--- config.mk ---
export PLATFORM = sky130hd
export DESIGN_NAME = megaram_mapper
export DESIGN_NICKNAME = d
export VERILOG_FILES = /design/src/rtl/megaram_pkg.sv /design/src/rtl/megaram_bank_decode.sv /design/src/rtl/megaram_mapper.sv
export SDC_FILE = /design/constraint.sdc
export NUM_CORES = 1
export LEC_CHECK = 0
export CAP_MARGIN = 40
export CORE_MARGIN = 2
export CORE_UTILIZATION = 31
export CTS_CLUSTER_DIAMETER = 80
export DETAILED_ROUTE_END_ITERATION = 8
export PLACE_DENSITY = 0.58
export SLEW_MARGIN = 40
export SYNTH_ARGS = -nofsm -noshare
export SYNTH_HDL_FRONTEND = slang
export SYNTH_SLANG_ARGS = --single-unit
--- constraint.sdc ---
create_clock -name clk -period 4.45 [get_ports clk]
set_clock_uncertainty 0.15 [all_clocks]
set_input_delay 1.1125 -clock clk [delete_from_list [all_inputs] [get_ports clk]]
set_output_delay 1.1125 -clock clk [all_outputs]
set_load 0.005 [all_outputs]
--- src/rtl/megaram_pkg.sv ---
// megaram_pkg: mapper mode encodings, I/O port number and window constants
// shared by the MegaRAM mapper and its write-address decoder.
package megaram_pkg;

  // Mapper personalities selected by the mode input
  localparam logic [2:0] MODE_KONAMI  = 3'b000;
  localparam logic [2:0] MODE_KSCC    = 3'b001;
  localparam logic [2:0] MODE_ASCII16 = 3'b010;
  localparam logic [2:0] MODE_ASCII8  = 3'b011;
  localparam logic [2:0] MODE_GENERIC = 3'b100;

  // I/O port that switches the cartridge between bank-select and RAM-write
  localparam logic [7:0] PORT_RAM_CTRL = 8'h8E;

  // Cartridge windows: four 8K pages starting at 4000h
  localparam logic [15:0] WIN0_BASE = 16'h4000;
  localparam logic [15:0] WIN1_BASE = 16'h6000;
  localparam logic [15:0] WIN3_BASE = 16'hA000;
  localparam logic [15:0] WIN_SPAN  = 16'h2000;

  // SCC register page and the sub-range that needs the bus held
  localparam logic [15:0] SCC_REG_BASE = 16'h9000;
  localparam logic [15:0] SCC_WAV_BASE = 16'h9800;

  // Undefined encodings fall back to plain Konami
  function automatic logic [2:0] norm_mode(input logic [2:0] m);
    return (m > MODE_GENERIC) ? MODE_KONAMI : m;
  endfunction

  // 8K window number 0..3 for an address inside the cartridge range
  function automatic logic [1:0] win_idx(input logic [15:0] a);
    return 2'((a - WIN0_BASE) >> 13);
  endfunction

  // True for 4000h..BFFFh
  function automatic logic in_cart(input logic [15:0] a);
    return (a >= WIN0_BASE) && (a < (WIN3_BASE + WIN_SPAN));
  endfunction

endpackage

--- src/rtl/megaram_bank_decode.sv ---
// megaram_bank_decode: decides whether a cartridge write address selects a
// bank register in the current mapper mode, and which one.
module megaram_bank_decode
  import megaram_pkg::*;
(
  input  logic [2:0]  mode,
  input  logic [15:0] addr,
  output logic        hit,
  output logic [1:0]  idx
);

  logic cart;

  assign cart = in_cart(addr);

  // Per-mode bank-select address decode
  always_comb begin
    hit = 1'b0;
    idx = win_idx(addr);
    case (mode)
      MODE_KSCC: begin
        // 5000-57FF, 7000-77FF, 9000-97FF, B000-B7FF
        hit = cart && (addr[12:11] == 2'b10);
      end
      MODE_ASCII16: begin
        if (addr[15:11] == WIN1_BASE[15:11]) begin
          hit = 1'b1;
          idx = 2'd0;
        end else if (addr[15:11] == (WIN1_BASE[15:11] | 5'b00010)) begin
          hit = 1'b1;
          idx = 2'd1;
        end
      end
      MODE_ASCII8: begin
        // 2K slots at 6000h, 6800h, 7000h, 7800h
        hit = (addr[15:13] == WIN1_BASE[15:13]);
        idx = addr[12:11];
      end
      MODE_GENERIC: begin
        hit = cart;
      end
      default: begin
        // Konami: page 0 is fixed, pages 1..3 selectable
        hit = cart && (addr >= WIN1_BASE);
      end
    endcase
  end

endmodule

--- src/rtl/megaram_mapper.sv ---
// megaram_mapper: MSX MegaRAM / MegaROM bank mapper translating Z80 cartridge
// accesses into physical memory addresses, with SCC register support.
module megaram_mapper
  import megaram_pkg::*;
#(
  parameter int              ADDR_W    = 23,
  parameter logic [ADDR_W-1:0] BASE    = 23'h420000,
  parameter int              BANK_W    = 8,
  parameter int              SIZE_LOG2 = 20
) (
  input  logic              clk,
  input  logic              reset,
  input  logic [15:0]       addr,
  input  logic [7:0]        cdin,
  input  logic              sltsl_n,
  input  logic              merq_n,
  input  logic              iorq_n,
  input  logic              m1_n,
  input  logic              rd_n,
  input  logic              wr_n,
  input  logic [2:0]        mode,
  input  logic              scc_enable,
  output logic              cart_ena,
  output logic              ram_ena,
  output logic [ADDR_W-1:0] mem_addr,
  output logic              busreq,
  output logic              scc_sel,
  output logic              bank_wr
);

  // Bank numbers wrap at the image size
  localparam logic [ADDR_W-1:0] MASK8  = ADDR_W'((64'd1 << (SIZE_LOG2 - 13)) - 64'd1);
  localparam logic [ADDR_W-1:0] MASK16 = ADDR_W'((64'd1 << (SIZE_LOG2 - 14)) - 64'd1);

  logic [2:0]              mode_n;
  logic [2:0]              mode_prev_reg;
  logic                    mode_chg;
  logic                    wr_hist_reg, wr_arm_reg, rd_hist_reg, rd_arm_reg;
  logic                    wr_commit, rd_commit;
  logic                    io_hit;
  logic                    dec_hit;
  logic [1:0]              dec_idx;
  logic                    bank_load;
  logic                    ram_ena_reg, scc_active_reg, bank_wr_reg;
  logic [3:0][BANK_W-1:0]  bank_val;
  logic [BANK_W-1:0]       sel_bank;
  logic [ADDR_W-1:0]       bank_ext;

  assign mode_n   = norm_mode(mode);
  assign mode_chg = (mode != mode_prev_reg);
  assign cart_ena = in_cart(addr) && !sltsl_n && !merq_n && iorq_n;
  assign io_hit   = !iorq_n && m1_n && (addr[7:0] == PORT_RAM_CTRL);

  // A strobe commits on its falling edge only; the arm flag keeps a strobe
  // that was already low when reset released from committing.
  assign wr_commit = !wr_n && wr_hist_reg && wr_arm_reg;
  assign rd_commit = !rd_n && rd_hist_reg && rd_arm_reg;

  megaram_bank_decode u_decode (
    .mode (mode_n),
    .addr (addr),
    .hit  (dec_hit),
    .idx  (dec_idx)
  );

  // Mode changes discard any commit in the same clock
  assign bank_load = wr_commit && cart_ena && dec_hit && !ram_ena_reg && !mode_chg;

  // Strobe history, arm flags and previous mode
  always_ff @(posedge clk or posedge reset) begin
    if (reset) begin
      wr_hist_reg   <= 1'b1;
      rd_hist_reg   <= 1'b1;
      wr_arm_reg    <= 1'b0;
      rd_arm_reg    <= 1'b0;
      mode_prev_reg <= MODE_KONAMI;
    end else begin
      wr_hist_reg   <= wr_n;
      rd_hist_reg   <= rd_n;
      wr_arm_reg    <= wr_arm_reg | wr_n;
      rd_arm_reg    <= rd_arm_reg | rd_n;
      mode_prev_reg <= mode;
    end
  end

  genvar gi;
  generate
    for (gi = 0; gi < 4; gi++) begin : g_bank
      logic [BANK_W-1:0] bank_reg;
      // Bank register gi: reset value is its own index, reloaded on mode change
      always_ff @(posedge clk or posedge reset) begin
        if (reset) begin
          bank_reg <= BANK_W'(gi);
        end else if (mode_chg) begin
          bank_reg <= BANK_W'(gi);
        end else if (bank_load && (dec_idx == 2'(gi))) begin
          bank_reg <= BANK_W'(cdin);
        end
      end
      assign bank_val[gi] = bank_reg;
    end
  endgenerate

  // RAM-write enable via port 8Eh, SCC activation and the bank update strobe
  always_ff @(posedge clk or posedge reset) begin
    if (reset) begin
      ram_ena_reg    <= 1'b0;
      scc_active_reg <= 1'b0;
      bank_wr_reg    <= 1'b0;
    end else begin
      bank_wr_reg <= bank_load;
      if (mode_chg) begin
        scc_active_reg <= 1'b0;
      end else begin
        if (io_hit && rd_commit) begin
          ram_ena_reg <= 1'b1;
        end else if (io_hit && wr_commit) begin
          ram_ena_reg <= 1'b0;
        end
        if (wr_commit && cart_ena && (mode == MODE_KSCC) && scc_enable &&
            (addr[15:11] == SCC_REG_BASE[15:11])) begin
          scc_active_reg <= (cdin[5:0] == 6'h3F);
        end
      end
    end
  end

  // Physical address: 16K pages in ASCII16, 8K pages otherwise
  always_comb begin
    sel_bank = bank_val[win_idx(addr)];
    if (mode_n == MODE_ASCII16) begin
      sel_bank = bank_val[{1'b0, addr[15]}];
    end
    bank_ext = ADDR_W'(sel_bank);
    if (mode_n == MODE_ASCII16) begin
      mem_addr = BASE + ((bank_ext & MASK16) << 14) + ADDR_W'(addr[13:0]);
    end else begin
      mem_addr = BASE + ((bank_ext & MASK8) << 13) + ADDR_W'(addr[12:0]);
    end
  end

  assign ram_ena = ram_ena_reg;
  assign bank_wr = bank_wr_reg;
  assign scc_sel = (mode == MODE_KSCC) && scc_enable && cart_ena &&
                   (addr[15:12] == SCC_REG_BASE[15:12]);
  assign busreq  = scc_active_reg && scc_enable && !rd_n && cart_ena &&
                   (addr[15:11] == SCC_WAV_BASE[15:11]);

endmodule

Word-level counts from Yosys, hierarchy flattened
Cells that the tools add are included.

word-level totals
  bits in registers = 42
  latch bits = 0
  bits in writable memories = 0
  ROM bits = 0
  bits of input ports = 36
  output and inout bits = 28
  word-level logic and storage cells = 116
  memories = 0

cells by class
  add/subtract/negate cells = 5
  multiply operators = 0
  divide/modulo/power cells = 0
  order comparisons = 6
  equality and inequality tests = 18
  shift-type cells = 0
  muxes and demuxes = 25
  bitwise logic cells = 3
  reductions and logical operators = 47

operators by type and width
  operator                                                              number
  two-way mux 8 bit                                                     8
  adder 23 x 20 -> 23 bit (first input constant)                        2
  greater-or-equal comparator 16 x 15 -> 1 bit (second input constant)  2
  logical AND 1 bit                                                     32
  two-way mux 7 bit                                                     4
  adder 23 x 13 -> 23 bit                                               1
  adder 23 x 14 -> 23 bit                                               1
  two-way mux 23 bit                                                    1
  binary-select mux 8 bit (select 2 bit)                                1
  < comparator 16 bit (second input constant)                           1
  subtractor 15 bit (second input constant)                             1
  nonzero test 2 bit                                                    6
  equality test 5 x 4 -> 1 bit (second input constant)                  2
  equality test 5 bit (second input constant)                           2
  equality test 3 x 2 -> 1 bit (second input constant)                  3
  equality test 8 bit (second input constant)                           1
  logical NOT 1 bit                                                     7
  equality test 2 bit (second input constant)                           3
  equality test 3 x 1 -> 1 bit (second input constant)                  2
  equality test 6 bit (second input constant)                           1
  two-way mux 1 bit                                                     6
  equality test 4 bit (second input constant)                           1
  two-way mux 2 bit                                                     2
  case mux 1 bit (4 select lines)                                       1
  12 further kinds                                                      13

Longest topological paths before layout
Gate-level depths: netlist of run 1.

  depth after elaboration = 12
  depth in mapped cells = 9
  depth with buffers taken out = 8

Cells and area by module
From an unflattened synthesis of run 1, not the netlist that was laid out.

unflattened totals
  cell total of the unflattened synthesis = 233
  area total of the unflattened synthesis = 2,419.8 um2

modules (own cells, without submodules)
  module               times used  cells each  area an instance (um2)  seq. area each (um2)
  megaram_mapper       1           207         2,247.2                 958.4
  megaram_bank_decode  1           26          172.7                   0.0

Least setup slack after synthesis of run 1
No wires, ideal clock.

  kind = input to output
  from = input port addr[13]
  to = output port mem_addr[19]
  data arrival time = 3.077 ns
  setup slack = 0.110 ns
  stages = 9
  buffers on the path = 2
  path through = clkbuf_1 > buf_1 > mux4_2 > nor2_1 > a21oi_1 > ha_1 > xor2_1 > nor2_1 > a21oi_1

between the ends
  cells in the longest elaborated chain, start to end = 7
  elaborated cells on any way between the ends = 9
  classes of those cells = add/sub (5); mux (4)

ends and longest elaborated chain
  what                                                                       line                                          source
  start: declaration                                                         megaram_mapper.sv:13                          input logic [15:0] addr,
  subtractor 15 bit                                                          megaram_pkg.sv:32                             return 2'((a - WIN0_BASE) >> 13);
  binary-select mux 8 bit (select 2 bit)                                     megaram_mapper.sv:130                         sel_bank = bank_val[win_idx(addr)];
  two-way mux 7 bit (implied by the code)                                    megaram_mapper.sv:130
  two-way mux 7 bit                                                          megaram_mapper.sv:131                         if (mode_n == MODE_ASCII16) begin
  adder 23 x 20 -> 23 bit, on equally long branches                          megaram_mapper.sv:138, megaram_mapper.sv:136
  adder 23 x 13 -> 23 bit / adder 23 x 14 -> 23 bit (equally long branches)  megaram_mapper.sv:138, megaram_mapper.sv:136
  two-way mux 23 bit (*)                                                     megaram_mapper.sv:135                         if (mode_n == MODE_ASCII16) begin
  end: declaration                                                           megaram_mapper.sv:25                          output logic [ADDR_W-1:0] mem_addr,

Every way passes the cells marked *; elsewhere a longest branch is shown, timed or not. The select of a mux whose other input is x is not followed.

Worst setup path after layout of run 1
  from = input port addr[15]
  to = output port cart_ena

between the ends
  cells in the longest elaborated chain, start to end = 5
  elaborated cells on any way between the ends = 6
  classes of those cells = order compare (2); reduce/logical (4)

ends and longest elaborated chain
  what                                                                                        line                  source
  greater-or-equal comparator 16 x 15 -> 1 bit / < comparator 16 bit (equally long branches)  megaram_pkg.sv:37     return (a >= WIN0_BASE) && (a < (WIN3_BASE + WIN_SPAN));
  logical AND 1 bit (*)                                                                       megaram_pkg.sv:37
  logical AND 1 bit (*) (3 in series)                                                         megaram_mapper.sv:51  assign cart_ena = in_cart(addr) && !sltsl_n && !merq_n && iorq_n;
  end: declaration                                                                            megaram_mapper.sv:23  output logic cart_ena,

Every way passes the cells marked *; elsewhere a longest branch is shown, timed or not.

==> results of run 1 <==
==> cell usage in the layout, fill, tap and decap left out, types with 2 or more instances in the layout <==
cell	instances
conb_1	2
dlygate4sd2_1	5
ha_1	4
nor2_1	16
nor3b_1	2
or4_1	2
clkinv_2	2
a31oi_1	2
or2_2	2
dfrtp_1	32
nor2_2	2
nand2_1	37
a21oi_1	9
xnor2_1	3
buf_6	2
nand4_1	3
nor4_1	4
nand3b_1	3
buf_12	2
dfstp_2	6
mux4_2	7
o21ai_0	5
clkdlybuf4s50_1	54
nor3_1	3
mux2i_1	34
buf_4	32
o31ai_1	2
inv_1	8
nor3_4	2
nand3_1	5
mux2_2	3
clkbuf_8	5
xor2_1	3
==> power by group through the flow <==
stage          Sequential [mW]  Clock, mW  Combinational (mW)
2_1_floorplan            0.356          0              0.0677
5_1_grt                  0.349      0.257               0.154
3_3_place_gp             0.356          0               0.141
6_report                 0.349      0.231               0.141
4_1_cts                  0.349      0.240               0.143
3_5_place_dp             0.356          0               0.142
==> stage by stage <==
stage / cells / utilization, % / setup WS (ps) / setup TNS, ps
floorplan: 242 / - / 110 / 0
global placement: 412 / 43.0 / -401 / -1460
detailed placement: 412 / 43.0 / -432 / -1580
CTS: 421 / 44.3 / 77.1 / 0
global route: 421 / 44.3 / 5.50 / 0
finish: 421 / 44.3 / 94.8 / 0
==> how the worst max path moves through the flow <==
stage                        end  cells after the start      from
floorplan           mem_addr[19]                      9  addr[13]
global placement    mem_addr[19]                      9  addr[13]
detailed placement  mem_addr[19]                      9  addr[13]
CTS                     cart_ena                      6  addr[15]
global route        mem_addr[20]                      8   mode[2]
finish                  cart_ena                      6  addr[15]
==> metal layers <==
layer | track usage, % | vias up | wire length (um)
li1 | - | 988 | -
met1 | 20.1 | 995 | 2830
met2 | 27.5 | 28 | 3250
met3 | 2.20 | 4 | 140
met4 | 3.98 | 0 | 69
met5 | 0 | - | 0
==> logic make-up (layout without fill, tap and decap cells) <==
logic type	Yosys count	in the layout	synth area share (%)
multiplexers	44	44	21.9
buffers and inverters	35	112	7.72
XOR/XNOR	6	6	2.16
AND/OR/NAND/NOR	88	88	18.9
AO/OA/AOI/OAI	25	25	7.56
other	2	2	0.309
flip-flops	38	38	39.4
adder cells (fa/ha/maj)	4	4	2.06
==> final cells by class <==
class                           count  area share, %
Timing Repair Buffer               96           26.5
Inverter                            8          0.886
Clock inverter                      2          0.295
Sequential cell                    38           28.3
Tap cell                          102           3.77
Multi-Input combinational cell    169           38.1
Clock buffer                        6           2.14
==> what timing repair did <==
item / CTS / global route
setup endpoints to repair: 8 / 0
buffers inserted: 1 / 0
hold buffers: 0 / 0
endpoints found under the hold margin: 0 / 0
gates resized for setup: 12 / 0
==> qor.log, run 1 <==
[final_layout] fill cell count 721
[die] die width 92.6 um
[worst_setup_path] data required time at the worst endpoint 3190 ps
[flow_run] # Max-Cap Violations 0
[final_layout] sequential cell area in the final layout 958 um^2
[worst_setup_path] CP Cell Sequence clkdlybuf4s50_1 -> ha_1 -> or4b_4 -> inv_1 -> buf_4 -> clkdlybuf4s50_1
[die] Die Outline Area 8570 um^2
[power_and_ir_drop] static leakage power 1.37 nW
[yosys] cell accounting for the most synthesized area dfrtp_1
[worst_setup_path] depth of the worst register-to-register path 6
[timing] final number of hold-violating endpoints 0
[yosys] most frequent cells after synthesis nand2_1, mux2i_1, dfrtp_1
[power_and_ir_drop] Net Sw Power 0.192 mW
[cts] Clock Sinks 38
[worst_setup_path] Top cell by count, worst path clkdlybuf4s50_1
[worst_setup_path] kind of cell with the highest combined delay on the critical path buffers and inverters
[worst_setup_path] Crit path arrival time 3090 ps
[drt] number of remaining DRC errors 0
[drt] vias 2015
[die] number of cell rows 32
[cts] Clock Root Buffer clkbuf_8
[timing] count of final setup violators 0
[yosys] number of enable-type register cells in the synthesized netlist 0
[timing] Max Slew Vio Count 0
[timing] Relative slew margins 59.5%
[drt] detail-routed via count per cell 4.79
[worst_setup_path] CP max-delay cell or4b_4
[drt] number of iterations in the first detailed-routing pass 4
[worst_setup_path] worst flop-to-flop path startpoint mode_prev_reg[1]
[yosys] post-synthesis sequential element count 38
[cts] Worst-Skew Late Latency 280 ps
[yosys] sequential element share of the synthesized area 39.4%
[yosys] post-synthesis cell type count 42
[final_layout] area of the multi-input gates 1290 um^2
[yosys] Syn. warnings 0
[placed_design] gpl congestion 0.767
[grt] residual overflow from global routing 0
[final_layout] Final #Nets 358
[worst_setup_path] Critical Path Sink Type output port
[worst_setup_path] terminus of the critical flop-to-flop path g_bank[2].bank_reg[5]
[worst_setup_path] biggest cell delay along the critical path 540 ps
[final_layout] layout cells sized above 1 22.3%
[power_and_ir_drop] Clock Power Share 32.0%
[drt] Iter 0 DRT Violations 97
[power_and_ir_drop] IR Drop Worst-Case VDD 0.0000912 V
[grt] gr usage total 15.6%
[timing] peak clock frequency supported by timing 230 MHz
[min_path] startpoint of the tightest hold check path wr_arm_reg
[grt] maximum number of pins on one net before global-route repair 39
[worst_setup_path] CP Buf/Inv Count 4
[timing] Fin Hold WS 322 ps
[grt] number of antenna violations at the first check in global routing 0
[power_and_ir_drop] internal power 0.530 mW
[timing] minimum period implied by the final worst setup slack 4360 ps
[cts] clock-pin slew of the registers on the worst-case setup and hold paths 70 ps
[grt] number of global-route vias before repair 2110
[cts] total CTS buffers 5
[power_and_ir_drop] combinational group share of total power 19.6%
[worst_setup_path] worst-path maximum fanout 2
[yosys] main area contributors after synthesis dfrtp_1, mux2i_1, dfstp_2, mux4_2, nand2_1
[yosys] Post-Syn Nets 282
[final_layout] final instance area 3390 um^2
[placed_design] dpl cell area 3290 um^2
[placed_design] quantity of I/O buffers inserted on ports 60
[worst_setup_path] startpoint type of the worst setup path input port
[min_path] Hold Crit Endpoint wr_arm_reg
[power_and_ir_drop] Power, Total 0.721 mW
[drt] average routed wire per standard cell 14.9 um
[min_path] WHS Path Cells 1
[final_layout] diodes inserted 0
[yosys] number of instances in the synthesized netlist 242
[die] core footprint 7650 um^2
[yosys] fraction of registers with async set or reset after synthesis 100%
[timing] RSZ-0062 raised after global routing false
[timing] share of the clock period used by the worst path 97.9%
[cts] Max Root-Sink Buffers 2
[yosys] synthesized area per cell 10.1 um^2
[worst_setup_path] slack of the worst reg-to-reg path 2180 ps
[die] starting utilization of the core area 31.8%
[power_and_ir_drop] Cell Pwr Density 213 nW/um^2
[placed_design] DP Wirelength 4.85 mm
[die] number of top-level design ports 64
[cts] clock tree from TritonCTS yes
[power_and_ir_drop] Reg power frac 48.4%
[grt] first-pass GRT wire length 10.5 mm
[cts] count of H-tree levels built during CTS 2
[yosys] prevailing post-synth register cell dfrtp_1
[drt] total length of routed wires 6.28 mm
[yosys] post-synth top area share 32.9%
[timing] transition time at the pin with the least slew margin 605 ps
[yosys] library cell with the highest instance count after synthesis nand2_1
[drt] Antenna Violating Nets Remaining 0
[power_and_ir_drop] net switching share of the total power 26.6%
[die] DIE HEIGHT 92.6 um
[worst_setup_path] critical setup path kind input port to output port
[outcome] result of the run complete, no violations
[final_layout] max FFs per register 28
[final_layout] area delta synth->final 39.3%
[yosys] Synth Cell Area 2430 um^2
[min_path] min-delay worst type flop to flop
(Power assumes the default switching activity.)
==> run 2: changes to the inputs <==
- RECOVER_POWER: unset -> 25
==> qor.log, run 2 (same netlist as run 1, synthesis figures left out) <==
[die] starting utilization of the core area 31.8% [unchanged]
[worst_setup_path] terminus of the critical flop-to-flop path g_bank[2].bank_reg[5]
[final_layout] most common library cell in the layout ignoring fill and taps clkdlybuf4s50_1
[timing] final number of hold-violating endpoints 0 [unchanged]
[worst_setup_path] source of the critical timing path addr[15]
[drt] Iter 0 DRT Violations 99 [+2.1%]
[min_path] Hold Crit Endpoint rd_arm_reg
[power_and_ir_drop] static leakage power 1.36 nW [-0.73%]
[cts] Worst-Skew Late Latency 280 ps [about the same]
[grt] number of global-route vias before repair 2110 [unchanged]
[timing] transition time at the pin with the least slew margin 2050 ps [+1440 ps]
[drt] number of iterations in the first detailed-routing pass 4 [unchanged]
[worst_setup_path] Crit path arrival time 3090 ps [about the same]
[final_layout] max FFs per register 28 [unchanged]
[min_path] min-delay worst type flop to flop
[cts] count of H-tree levels built during CTS 2 [unchanged]
[power_and_ir_drop] IR Drop Worst-Case VDD 0.0000914 V [+0.20%]
[cts] clock tree from TritonCTS yes
[grt] maximum number of pins on one net before global-route repair 39 [unchanged]
[final_layout] fin cells 421 [unchanged]
[timing] share of the clock period used by the worst path 97.9% [unchanged]
[cts] Max Root-Sink Buffers 2 [unchanged]
[drt] average routed wire per standard cell 15.0 um [+0.19%]
[final_layout] most frequent cells in the layout clkdlybuf4s50_1, nand2_1, mux2i_1
[timing] Relative slew margins -36.7% [-96 points]
[worst_setup_path] critical setup path kind input port to output port
[drt] Antenna Violating Nets Remaining 0 [unchanged]
[die] core footprint 7650 um^2 [unchanged]
[timing] count of final setup violators 0 [unchanged]
[final_layout] area delta synth->final 38.8%
[worst_setup_path] Top cell by count, worst path clkdlybuf4s50_1
[worst_setup_path] CP max-delay cell or4b_4
[timing] peak clock frequency supported by timing 230 MHz [unchanged]
[placed_design] cell count after placement 412 [unchanged]
[final_layout] fill cell count 724 [+0.42%]
[final_layout] Final #Nets 358 [unchanged]
[grt] gr usage total 15.6% [unchanged]
[worst_setup_path] startpoint type of the worst setup path input port
[power_and_ir_drop] Cell Pwr Density 213 nW/um^2 [+0.15%]
[die] Die Outline Area 8570 um^2 [unchanged]
[cts] total CTS buffers 5 [unchanged]
[grt] residual overflow from global routing 0 [unchanged]
[cts] hold bufs inserted after CTS 0 [unchanged]
[final_layout] final instance area 3380 um^2 [-0.33%]
[worst_setup_path] CP Cell Sequence clkdlybuf4s50_1 -> ha_1 -> or4b_4 -> inv_1 -> buf_4 -> clkdlybuf4s50_1
[timing] minimum period implied by the final worst setup slack 4360 ps [unchanged]
[placed_design] quantity of I/O buffers inserted on ports 60 [unchanged]
[placed_design] dpl cell area 3290 um^2 [unchanged]
[worst_setup_path] slack of the worst reg-to-reg path 2180 ps [about the same]
[placed_design] DP Wirelength 4.85 mm [unchanged]
[drt] number of remaining DRC errors 0 [unchanged]
[drt] total length of routed wires 6.30 mm [+0.19%]
[worst_setup_path] data required time at the worst endpoint 3190 ps [about the same]
[timing] RSZ-0062 raised after global routing false
[outcome] result of the run finished with violations
[min_path] WHS Path Cells 1 [unchanged]
[worst_setup_path] Critical Path Sink Type output port
[die] DIE HEIGHT 92.6 um [unchanged]
[die] number of cell rows 32 [unchanged]
[final_layout] diodes inserted 0 [unchanged]
[cts] Clock Sinks 38 [unchanged]
[worst_setup_path] biggest cell delay along the critical path 540 ps [about the same]
[die] die width 92.6 um [unchanged]
[worst_setup_path] worst flop-to-flop path startpoint mode_prev_reg[1]
[worst_setup_path] worst-path maximum fanout 2 [unchanged]
[drt] vias 2010 [-0.25%]
[final_layout] layout cells sized above 1 21.3% [-0.94 points]
[cts] clock-pin slew of the registers on the worst-case setup and hold paths 70 ps [about the same]
[final_layout] Util after Layout 44.2% [-0.15 points]
[timing] sum of negative setup slack 0 ps [unchanged]
[timing] Max Slew Vio Count 39 [+39]
[grt] number of antenna violations at the first check in global routing 0 [unchanged]
[outcome] violations in the final reports max-capacitance violations, max-slew violations
[die] number of top-level design ports 64 [unchanged]
[grt] first-pass GRT wire length 10.5 mm [unchanged]
[min_path] startpoint of the tightest hold check path rd_arm_reg
[worst_setup_path] depth of the worst register-to-register path 6 [unchanged]
[cts] Clock Root Buffer clkbuf_8
[drt] detail-routed via count per cell 4.77 [-0.25%]
[placed_design] gpl congestion 0.767 [unchanged]
[flow_run] # Max-Cap Violations 1 [+1]
==> run 2: cell count changes in the layout (fill, tap and decap cells not counted) <==
cell / before / now
buf_4: 32 / 29
clkbuf_1: 1 / 4
clkdlybuf4s50_1: 54 / 51
dlygate4sd3_1: 0 / 3
==> run 2: final cells by class <==
class | instances | area, um^2 | share of cell area (%)
inverter | 8 | 30.0 | 0.889
multi-input combinational | 169 | 1290 | 38.2
clock buffer | 6 | 72.6 | 2.15
sequential | 38 | 958 | 28.4
clock inverter | 2 | 10.0 | 0.296
tap | 102 | 128 | 3.78
timing repair buffer | 96 | 887 | 26.3
==> run 2: per-stage QoR <==
stage / setup WS [ps] / power, mW / hold slack, ps
6_report: 94.8 / 0.720 / 321
5_1_grt: 6.69 / 0.759 / 342
4_1_cts: 77.1 / 0.732 / 326
3_5_place_dp: -432 / 0.498 / 303
3_3_place_gp: -401 / 0.497 / 302
2_1_floorplan: 110 / 0.423 / 287
==> run 2: worst max path at each step <==
stage | to | cells past startpoint
2_1_floorplan | mem_addr[19] | 9
3_3_place_gp | mem_addr[19] | 9
3_5_place_dp | mem_addr[19] | 9
4_1_cts | cart_ena | 6
5_1_grt | mem_addr[20] | 8
6_report | cart_ena | 6
==> run 2: layer usage <==
metal  vias up  track usage (%)  part of all wire, %
met3         4             2.20                  2.0
met2        22             27.5                   51
met4         0             3.98                  1.1
met5         -                0                    0
met1       998             20.1                   45
li1        986                -                    -
==> run 2: power breakdown <==
part,internal [mW],switching [mW],leakage (nW)
combinational,0.0711,0.0685,0.825
sequential,0.348,0.000875,0.493
clock,0.109,0.123,0.0450
total,0.528,0.192,1.36
==> run 2: timing repair <==
item,CTS,global route
gates resized for setup,12,0
setup endpoints to repair,8,0
setup buffers,1,0
hold endpoints to repair,0,0
==> run 2: critical path: cells and delay by family <==
kind,cells,cell delay [ps]
simple gates,1,540
buf+inv,4,1190
fa+ha+maj,1,250
